[src/rtl/demux32_1_reg_if.sv]
// Bus bundle for the registered 1-to-32 demultiplexer: the single producer
// side (word + select + broadcast) and the 32 consumer channels.
interface demux32_1_reg_if #(
  parameter int WIDTH = 32
);
  logic                  in_valid;
  logic                  in_ready;
  logic [4:0]            in_sel;
  logic                  in_bcast;
  logic [WIDTH-1:0]      in_data;
  logic [31:0]           out_valid;
  logic [31:0]           out_ready;
  logic [32*WIDTH-1:0]   out_data;
  logic [5:0]            occupancy;

  // Producer and consumers drive the block
  modport master (
    output in_valid, in_sel, in_bcast, in_data, out_ready,
    input  in_ready, out_valid, out_data, occupancy
  );

  // The demultiplexer itself
  modport slave (
    input  in_valid, in_sel, in_bcast, in_data, out_ready,
    output in_ready, out_valid, out_data, occupancy
  );
endinterface

[src/rtl/demux32_1_reg.sv]
// Registered 1-to-32 demultiplexer. One producer word is steered into one of
// 32 single-entry holding registers (or all of them in broadcast mode). Each
// channel drains independently through its own valid/ready handshake, and a
// channel that drains and reloads in the same cycle stays full (no bubble).
module demux32_1_reg #(
  parameter int WIDTH = 32
) (
  input logic            clk,
  input logic            rst_n,
  demux32_1_reg_if.slave bus
);

  logic [31:0]         vld_p0;
  logic [32*WIDTH-1:0] data_p0;
  logic [5:0]          occ_p0;

  logic [31:0] out_fire;
  logic [31:0] free;
  logic [31:0] load;
  logic [31:0] vld_nxt;
  logic        in_fire;

  function automatic logic [5:0] popcount32(input logic [31:0] v);
    logic [5:0] c;
    c = '0;
    for (int i = 0; i < 32; i++) begin
      c = c + {5'd0, v[i]};
    end
    return c;
  endfunction

  function automatic logic [31:0] onehot32(input logic [4:0] sel);
    return 32'd1 << sel;
  endfunction

  // Channel availability, acceptance and load steering
  always_comb begin
    out_fire = vld_p0 & bus.out_ready;
    free     = ~vld_p0 | bus.out_ready;
    // Gated by rst_n so nothing is offered while the block is held in reset;
    // in_valid deliberately plays no part in in_ready.
    if (bus.in_bcast) begin
      bus.in_ready = rst_n & (&free);
    end else begin
      bus.in_ready = rst_n & free[bus.in_sel];
    end
    in_fire = bus.in_valid & bus.in_ready;
    if (!in_fire) begin
      load = '0;
    end else if (bus.in_bcast) begin
      load = '1;
    end else begin
      load = onehot32(bus.in_sel);
    end
    // A load wins over a drain, giving back-to-back refill of a channel.
    vld_nxt = (vld_p0 & ~out_fire) | load;
  end

  // Stage p0: holding registers, valid flags and occupancy count
  always_ff @(posedge clk or negedge rst_n) begin
    if (!rst_n) begin
      vld_p0  <= '0;
      data_p0 <= '0;
      occ_p0  <= '0;
    end else begin
      vld_p0 <= vld_nxt;
      occ_p0 <= popcount32(vld_nxt);
      for (int i = 0; i < 32; i++) begin
        if (load[i]) begin
          data_p0[i*WIDTH +: WIDTH] <= bus.in_data;
        end
      end
    end
  end

  // Registered state drives the consumer side directly
  always_comb begin
    bus.out_valid = vld_p0;
    bus.out_data  = data_p0;
    bus.occupancy = occ_p0;
  end

endmodule

[src/flat_wrapper.sv]
// flat-port wrapper written by rule: the top's interface ports become plain ports
module demux32_1_reg_flat 
#(
  parameter int WIDTH = 32
)
  (clk, rst_n, bus_in_valid, bus_in_sel, bus_in_bcast, bus_in_data, bus_out_ready, bus_in_ready, bus_out_valid, bus_out_data, bus_occupancy);
  demux32_1_reg_if #(.WIDTH(WIDTH)) bus_i ();
  input logic clk;
  input logic rst_n;
  input wire logic [$bits(bus_i.in_valid)-1:0] bus_in_valid;
  input wire logic [$bits(bus_i.in_sel)-1:0] bus_in_sel;
  input wire logic [$bits(bus_i.in_bcast)-1:0] bus_in_bcast;
  input wire logic [$bits(bus_i.in_data)-1:0] bus_in_data;
  input wire logic [$bits(bus_i.out_ready)-1:0] bus_out_ready;
  output wire logic [$bits(bus_i.in_ready)-1:0] bus_in_ready;
  output wire logic [$bits(bus_i.out_valid)-1:0] bus_out_valid;
  output wire logic [$bits(bus_i.out_data)-1:0] bus_out_data;
  output wire logic [$bits(bus_i.occupancy)-1:0] bus_occupancy;
  assign bus_i.in_valid = bus_in_valid;
  assign bus_i.in_sel = bus_in_sel;
  assign bus_i.in_bcast = bus_in_bcast;
  assign bus_i.in_data = bus_in_data;
  assign bus_i.out_ready = bus_out_ready;
  assign bus_in_ready = bus_i.in_ready;
  assign bus_out_valid = bus_i.out_valid;
  assign bus_out_data = bus_i.out_data;
  assign bus_occupancy = bus_i.occupancy;
  demux32_1_reg #(.WIDTH(WIDTH)) u_core (.clk(clk), .rst_n(rst_n), .bus(bus_i));
endmodule
[config.mk]
export PLATFORM = sky130hd
export DESIGN_NAME = demux32_1_reg_flat
export DESIGN_NICKNAME = d
export VERILOG_FILES = /design/src/rtl/demux32_1_reg_if.sv /design/src/rtl/demux32_1_reg.sv /design/src/flat_wrapper.sv
export SDC_FILE = /design/constraint.sdc
export NUM_CORES = 1
export LEC_CHECK = 0
export BUFFER_PORTS_ARGS = -buffer_cell sky130_fd_sc_hd__buf_2
export CORE_AREA = 2 2 447 449
export DETAILED_ROUTE_END_ITERATION = 7
export DIE_AREA = 0 0 449 451
export GPL_ROUTABILITY_DRIVEN = 0
export HOLD_SLACK_MARGIN = 0.02
export PLACE_DENSITY = 0.41
export SETUP_SLACK_MARGIN = 0.1
export SYNTH_ARGS = -nofsm -noshare
export SYNTH_HDL_FRONTEND = slang
export SYNTH_SLANG_ARGS = --single-unit
[constraint.sdc]
create_clock -name clk -period 8.3 [get_ports clk]
set_clock_uncertainty 0.1 [all_clocks]
set_input_delay 1.245 -clock clk [delete_from_list [all_inputs] [get_ports clk]]
set_output_delay 1.245 -clock clk [all_outputs]
set_load 0.01 [all_outputs]
# == Word level (Yosys, flattened, before mapping) ==
# Index checks and enable logic that the tools add are counted.
# op_classes
bitwise_logic,9
shifts,1
reduce_logical,1
mux,5
order_cmp,1
n_addsub,31
# ops
op,count
$add 6x1->6,30
$and 32x32->32,2
$mux 32,2
$not 32->32,2
$or 32x32->32,2
$reduce_and 32->1,1
$shl 1x5->32 const A,1
$lt 5x6->1 const B,1
$bmux 1 s5,1
$and 1x1->1,3
$add 1x1->2,1
$mux 1,2
# totals
register_bits,1062
input_bits,73
elab_cells,82

# == Logic depth before layout (Yosys ltp) ==
# depth
word_depth,40
ltp_mapped,26
depth_no_buf,23

# == Worst setup path after synthesis ==
# Ideal clock, no wire load.
# synth_timing
kind,input-to-reg
start,input port bus_out_ready[26]
end,"register u_core.occ_p0[4], in the netlist u_core.bus.occupancy[4]"
cell_stages,25
slack_ps,373
t_arrival_ps,7747
path_buffers,3
cell_sequence,nand2b_2 nand4_1 or4_4 or4_4 buf_6 buf_12 o21ai_4 buf_12 nand2b_1 ha_1 inv_1 fa_1 fa_1 inv_1 fa_1 fa_1 fa_1 fa_1 fa_1 inv_1 fa_1 inv_1 a21o_1 a21oi_1 xnor2_1
# synth_between
elab_chain_cells,39
elab_cells_between_ends,44
cone_classes,add/sub: 31; mux: 4; bitwise: 8; reduce/logical: 1
# synth_lines
element,line_no,rtl
"start, declared",flat_wrapper.sv:14,input wire logic [$bits(bus_i.out_ready)-1:0] bus_out_ready;
$or 32x32->32 (*),demux32_1_reg.sv:39,free = ~vld_p0 | bus.out_ready;
$bmux 1 s5,demux32_1_reg.sv:45,bus.in_ready = rst_n & free[bus.in_sel];
$mux 1 (not written as such),demux32_1_reg.sv:45,
$and 1x1->1,demux32_1_reg.sv:45,
$mux 1 (*),demux32_1_reg.sv:42,if (bus.in_bcast) begin
$and 1x1->1 (*),demux32_1_reg.sv:47,in_fire = bus.in_valid & bus.in_ready;
$mux 32 (*),demux32_1_reg.sv:48,if (!in_fire) begin
$or 32x32->32 (*),demux32_1_reg.sv:56,vld_nxt = (vld_p0 & ~out_fire) | load;
named net u_core.vld_nxt[0],demux32_1_reg.sv:20,logic [31:0] vld_nxt;
$add 1x1->2 (*),demux32_1_reg.sv:27,"c = c + {5'd0, v[i]};"
$add 6x1->6 (*) (30 in series),demux32_1_reg.sv:27,
"end signal, assigned",demux32_1_reg.sv:67,occ_p0 <= popcount32(vld_nxt);
"end, declared",demux32_1_reg.sv:15,logic [5:0] occ_p0;
# The timed path passes the listed nets; every way through them passes the cells marked *. The select of a mux whose other input is x is not followed.
# A chain may end at the register's enable or synchronous reset.

# == Final worst setup path ==
# layout_timing
start,input port bus_out_ready[21]
end,"register u_core.occ_p0[4], in the netlist u_core.bus.occupancy[4]"
# layout_between
elab_cells_between_ends,44
cone_classes,add/sub: 31; mux: 4; bitwise: 8; reduce/logical: 1
# layout_rtl
element,line_no
$or 32x32->32 (*),demux32_1_reg.sv:39
$bmux 1 s5,demux32_1_reg.sv:45
$mux 1 (not written as such),demux32_1_reg.sv:45
$and 1x1->1,demux32_1_reg.sv:45
$mux 1 (*),demux32_1_reg.sv:42
$and 1x1->1 (*),demux32_1_reg.sv:47
$mux 32 (*),demux32_1_reg.sv:48
$or 32x32->32 (*),demux32_1_reg.sv:56
named net u_core.vld_nxt[22],demux32_1_reg.sv:20
$add 6x1->6 (*) (10 in series),demux32_1_reg.sv:27
# Marked as above.

==> reports/qor.yml <==
status:
  status: "finished, final reports clean"
yosys:
  synthesis.area_per_instance_um2: 16.5
  netlist_top_cells_area: "sky130_fd_sc_hd__dfrtp_1 (62%), sky130_fd_sc_hd__mux2_2 (19%), sky130_fd_sc_hd__mux2_4 (9.0%)"
  synth.yosys.seq_area_share_pct: 61.9
  synth_top_flop_cell: "sky130_fd_sc_hd__dfrtp_1"
  synth_seq_cells: 1062
  post_synth_design_cell_area_um2: 42900
  yosys.area.top_type_share_pct: 61.9
  synth-edff-count: 0
  post_synth_num_cell_types: 61
  syn_inst: 2596
  warnings_from_yosys: 0
  synthDominantAreaCellType: "sky130_fd_sc_hd__dfrtp_1"
  syn-num-nets: 2701
  synth-async-reset-ratio_pct: 100
setup_path:
  critical_path.reg2reg.startpoint: "u_core.bus.out_valid[21]"
  path_common_cell: "sky130_fd_sc_hd__fa_1"
  critical_path_max_stage_delay_ps: 580
  timing.reg2reg.setup_slack_ps: 1290
  crit-reg2reg-capture: "u_core.bus.occupancy[4]"
  worst_path_dominant_cell_family: "adder cells"
  setup.worst_path.class: "input pin to flop"
  worst-r2r-cell-count: 22
  worst_setup_path_end_kind: "flop"
  worstPathRequired_ps: 8880
  master_of_the_slowest_instance_on_the_critical_path: "sky130_fd_sc_hd__fa_1"
  worst_path_cell_chain: "buf_2, nand2b_1, nand4_1, or4_4, or4_4, buf_4, o21ai_4, nand2b_1, fa_1, inv_1, fa_1, fa_1, inv_1, fa_1, fa_1, fa_1, fa_1, inv_1, fa_1, inv_1, a21o_1, a21oi_1, xnor2_1"
  worst_setup_path_start_kind: "input pin"
  critical_path_peak_fanout: 17
  worst-endpoint-arrival_ps: 7800
  crit_buf_inv: 6
floorplan:
  start_util_pct: 21.6
  rows: 164
  floorplan.die.width_um: 449
  die_footprint_um2: 202000
  placeableCoreArea_um2: 198000
  pin_count: 1136
  die_h_um: 451
global_route:
  grt_pass1_wl_mm: 247
  initial_antenna_violation_count: 38
  largest_net_degree_at_the_start_of_global_routing: 158
  grt_remaining_overflow: 0
  track_usage_pct: 17.6
  via_count_of_the_first_global_routing_pass: 28100
sta:
  totalNegativeSetupSlack_ps: 0
  rsz_0062_raised_after_global_routing: "false"
  maxSlewHeadroom_pct: 21.6
  final-hold-violation-count: 0
  worst_pin_slew_ps: 1180
  min_cycle_time_layout_ps: 7220
  max_freq_mhz: 139
  period_share_pct: 87.0
  hold-worst-slack_ps: 164
  report.final.slew_viol_count: 0
  report.final.setup_viol: 0
clock_tree:
  cts_tree: "done"
  post_cts.resized_instances: 0
  maximum_level_of_the_cts_h_tree: 4
  tritoncts_num_sinks: 1062
  insertion_delay_ps: 770
  cts_post_setup_buffers_inserted: 0
  post_cts_hold_buffer_count: 0
  cts-buffers-inserted: 132
  cts.reportedPaths.clkPinSlew_ps: 60
  cts.root.buffer_cell: "sky130_fd_sc_hd__clkbuf_16"
  max-clock-path-buffers: 3
routing:
  ant_nets: 0
  wl_per_cell_um: 28.1
  detailedRoute.firstPassIterationCount: 6
  violation_count_after_the_first_detailed_route_iteration: 1697
  drt-vias-per-instance: 4.16
  drcViolationCount: 0
  vias: 27100
  drt_wl_total_mm: 183
pwr:
  p_leak_nw: 26.5
  power-per-cell-area_nw_per_um2: 451
  max-vdd-ir-drop_v: 0.000247
  p_total_mw: 25.1
final_layout:
  nets: 3861
  drive_gt1_share_pct: 63.6
  final_cell_count_no_fill: 6518
  flow.area_growth_from_synthesis_pct: 29.7
run:
  max_cap_violations: 0
placement:
  dp.cells: 6278
  detailedPlacementHpwl_mm: 125
  port-buffer-count: 1135
min_path:
  hold_class: "input pin to async pin"
cells by family (layout without fill, tap and decap cells):
kind of cell	Yosys count	in the layout	synth area share (%)
AOI/OAI and AO/OA	42	42	0.974
adders and majority gates	32	32	1.35
xor gates and xnor gates	3	3	0.0612
DFF	1062	1062	61.9
muxes	1029	1029	29.4
and+or+nand+nor	180	180	2.52
other	0	11	0
buffers and inverters	248	1503	3.75
layer usage:
| layer | up-vias | global-route usage (%) | wire [um] |
|---|---|---|---|
| met1 | 14400 | 21.1 | 73600 |
| met4 | 16 | 7.84 | 7860 |
| met5 | - | 0 | 87 |
| li1 | 11400 | - | - |
| met2 | 990 | 29.6 | 90100 |
| met3 | 301 | 4.67 | 11300 |
cell usage after synthesis (3+ instances only):
cell type / n
sky130_fd_sc_hd__dfrtp_1: 1062
sky130_fd_sc_hd__mux2_2: 711
sky130_fd_sc_hd__mux2_4: 258
sky130_fd_sc_hd__clkbuf_1: 101
sky130_fd_sc_hd__mux2_1: 55
sky130_fd_sc_hd__nand2b_1: 44
sky130_fd_sc_hd__inv_1: 41
sky130_fd_sc_hd__buf_2: 38
sky130_fd_sc_hd__nand2_1: 31
sky130_fd_sc_hd__buf_12: 28
sky130_fd_sc_hd__buf_4: 27
sky130_fd_sc_hd__fa_1: 24
sky130_fd_sc_hd__nand3_1: 22
sky130_fd_sc_hd__nand4_1: 15
sky130_fd_sc_hd__nor2b_1: 14
sky130_fd_sc_hd__buf_6: 10
sky130_fd_sc_hd__nor2_1: 9
sky130_fd_sc_hd__o21ai_4: 9
sky130_fd_sc_hd__ha_1: 8
sky130_fd_sc_hd__nor3_1: 8
sky130_fd_sc_hd__a31oi_2: 6
sky130_fd_sc_hd__and2_1: 6
sky130_fd_sc_hd__a21oi_1: 5
sky130_fd_sc_hd__nand2b_4: 5
sky130_fd_sc_hd__mux4_2: 4
sky130_fd_sc_hd__o21ai_0: 4
sky130_fd_sc_hd__a21o_1: 3
sky130_fd_sc_hd__buf_1: 3
sky130_fd_sc_hd__nand2b_2: 3
sky130_fd_sc_hd__xnor2_1: 3
cells in the final DEF, fill, tap and decap left out, drive strengths merged, types with 3 or more instances in the layout:
cell type  instances
nor3               8
dfrtp           1062
or2                4
nand2b            52
nand2             32
and3               3
nand4             15
mux2            1024
nor2b             14
a31oi              7
o21ai             15
clkinv            15
clkinvlp           3
mux4               5
buf             1233
a21oi              5
bufinv             4
diode             11
nor2               9
fa                24
ha                 8
and2               7
inv               49
nor4               3
xnor2              3
clkbuf           199
a21o               3
nand3             22
how the worst max path moves through the flow:
stage | start | to | slack, ps | cells past startpoint
finish | bus_out_ready[21] | u_core.bus.occupancy[4] | 1080 | 23
global route | bus_in_sel[1] | u_core.bus.occupancy[4] | 780 | 23
CTS | bus_out_ready[26] | u_core.bus.occupancy[4] | 1140 | 23
detailed placement | bus_out_ready[26] | u_core.bus.occupancy[4] | 300 | 23
global placement | bus_out_ready[21] | u_core.bus.occupancy[4] | 310 | 23
floorplan | bus_out_ready[26] | u_core.bus.occupancy[4] | 370 | 25
power breakdown:
group / switching (mW) / internal [mW]
Clock: 2.36 / 3.39
Combinational: 5.51 / 4.86
Sequential: 1.24 / 7.74
stage by stage:
step	area (um2)	utilization, %	worst slack (ps)
global route	55700	28.1	780
floorplan	42900	-	373
finish	55700	28.1	1080
global placement	51400	25.9	310
CTS	55600	28.1	1140
detailed placement	51400	25.9	298
flip-flops by register name (all words and copies together), names as in the netlist:
name / flops
u_core.bus.occupancy: 6
u_core.bus.out_data: 1024
u_core.bus.out_valid: 32
final cells by class:
| class | instances | area, um2 |
|---|---|---|
| sequential | 1062 | 26600 |
| multi-input combinational | 1286 | 14900 |
| clock inverter | 30 | 353 |
| tap | 2656 | 3320 |
| timing repair buffer | 1233 | 6450 |
| antenna | 11 | 27.5 |
| inverter | 41 | 154 |
| fill | 20600 | 143000 |
| clock buffer | 199 | 3920 |
Note: power is estimated with default switching activity, not from simulation.
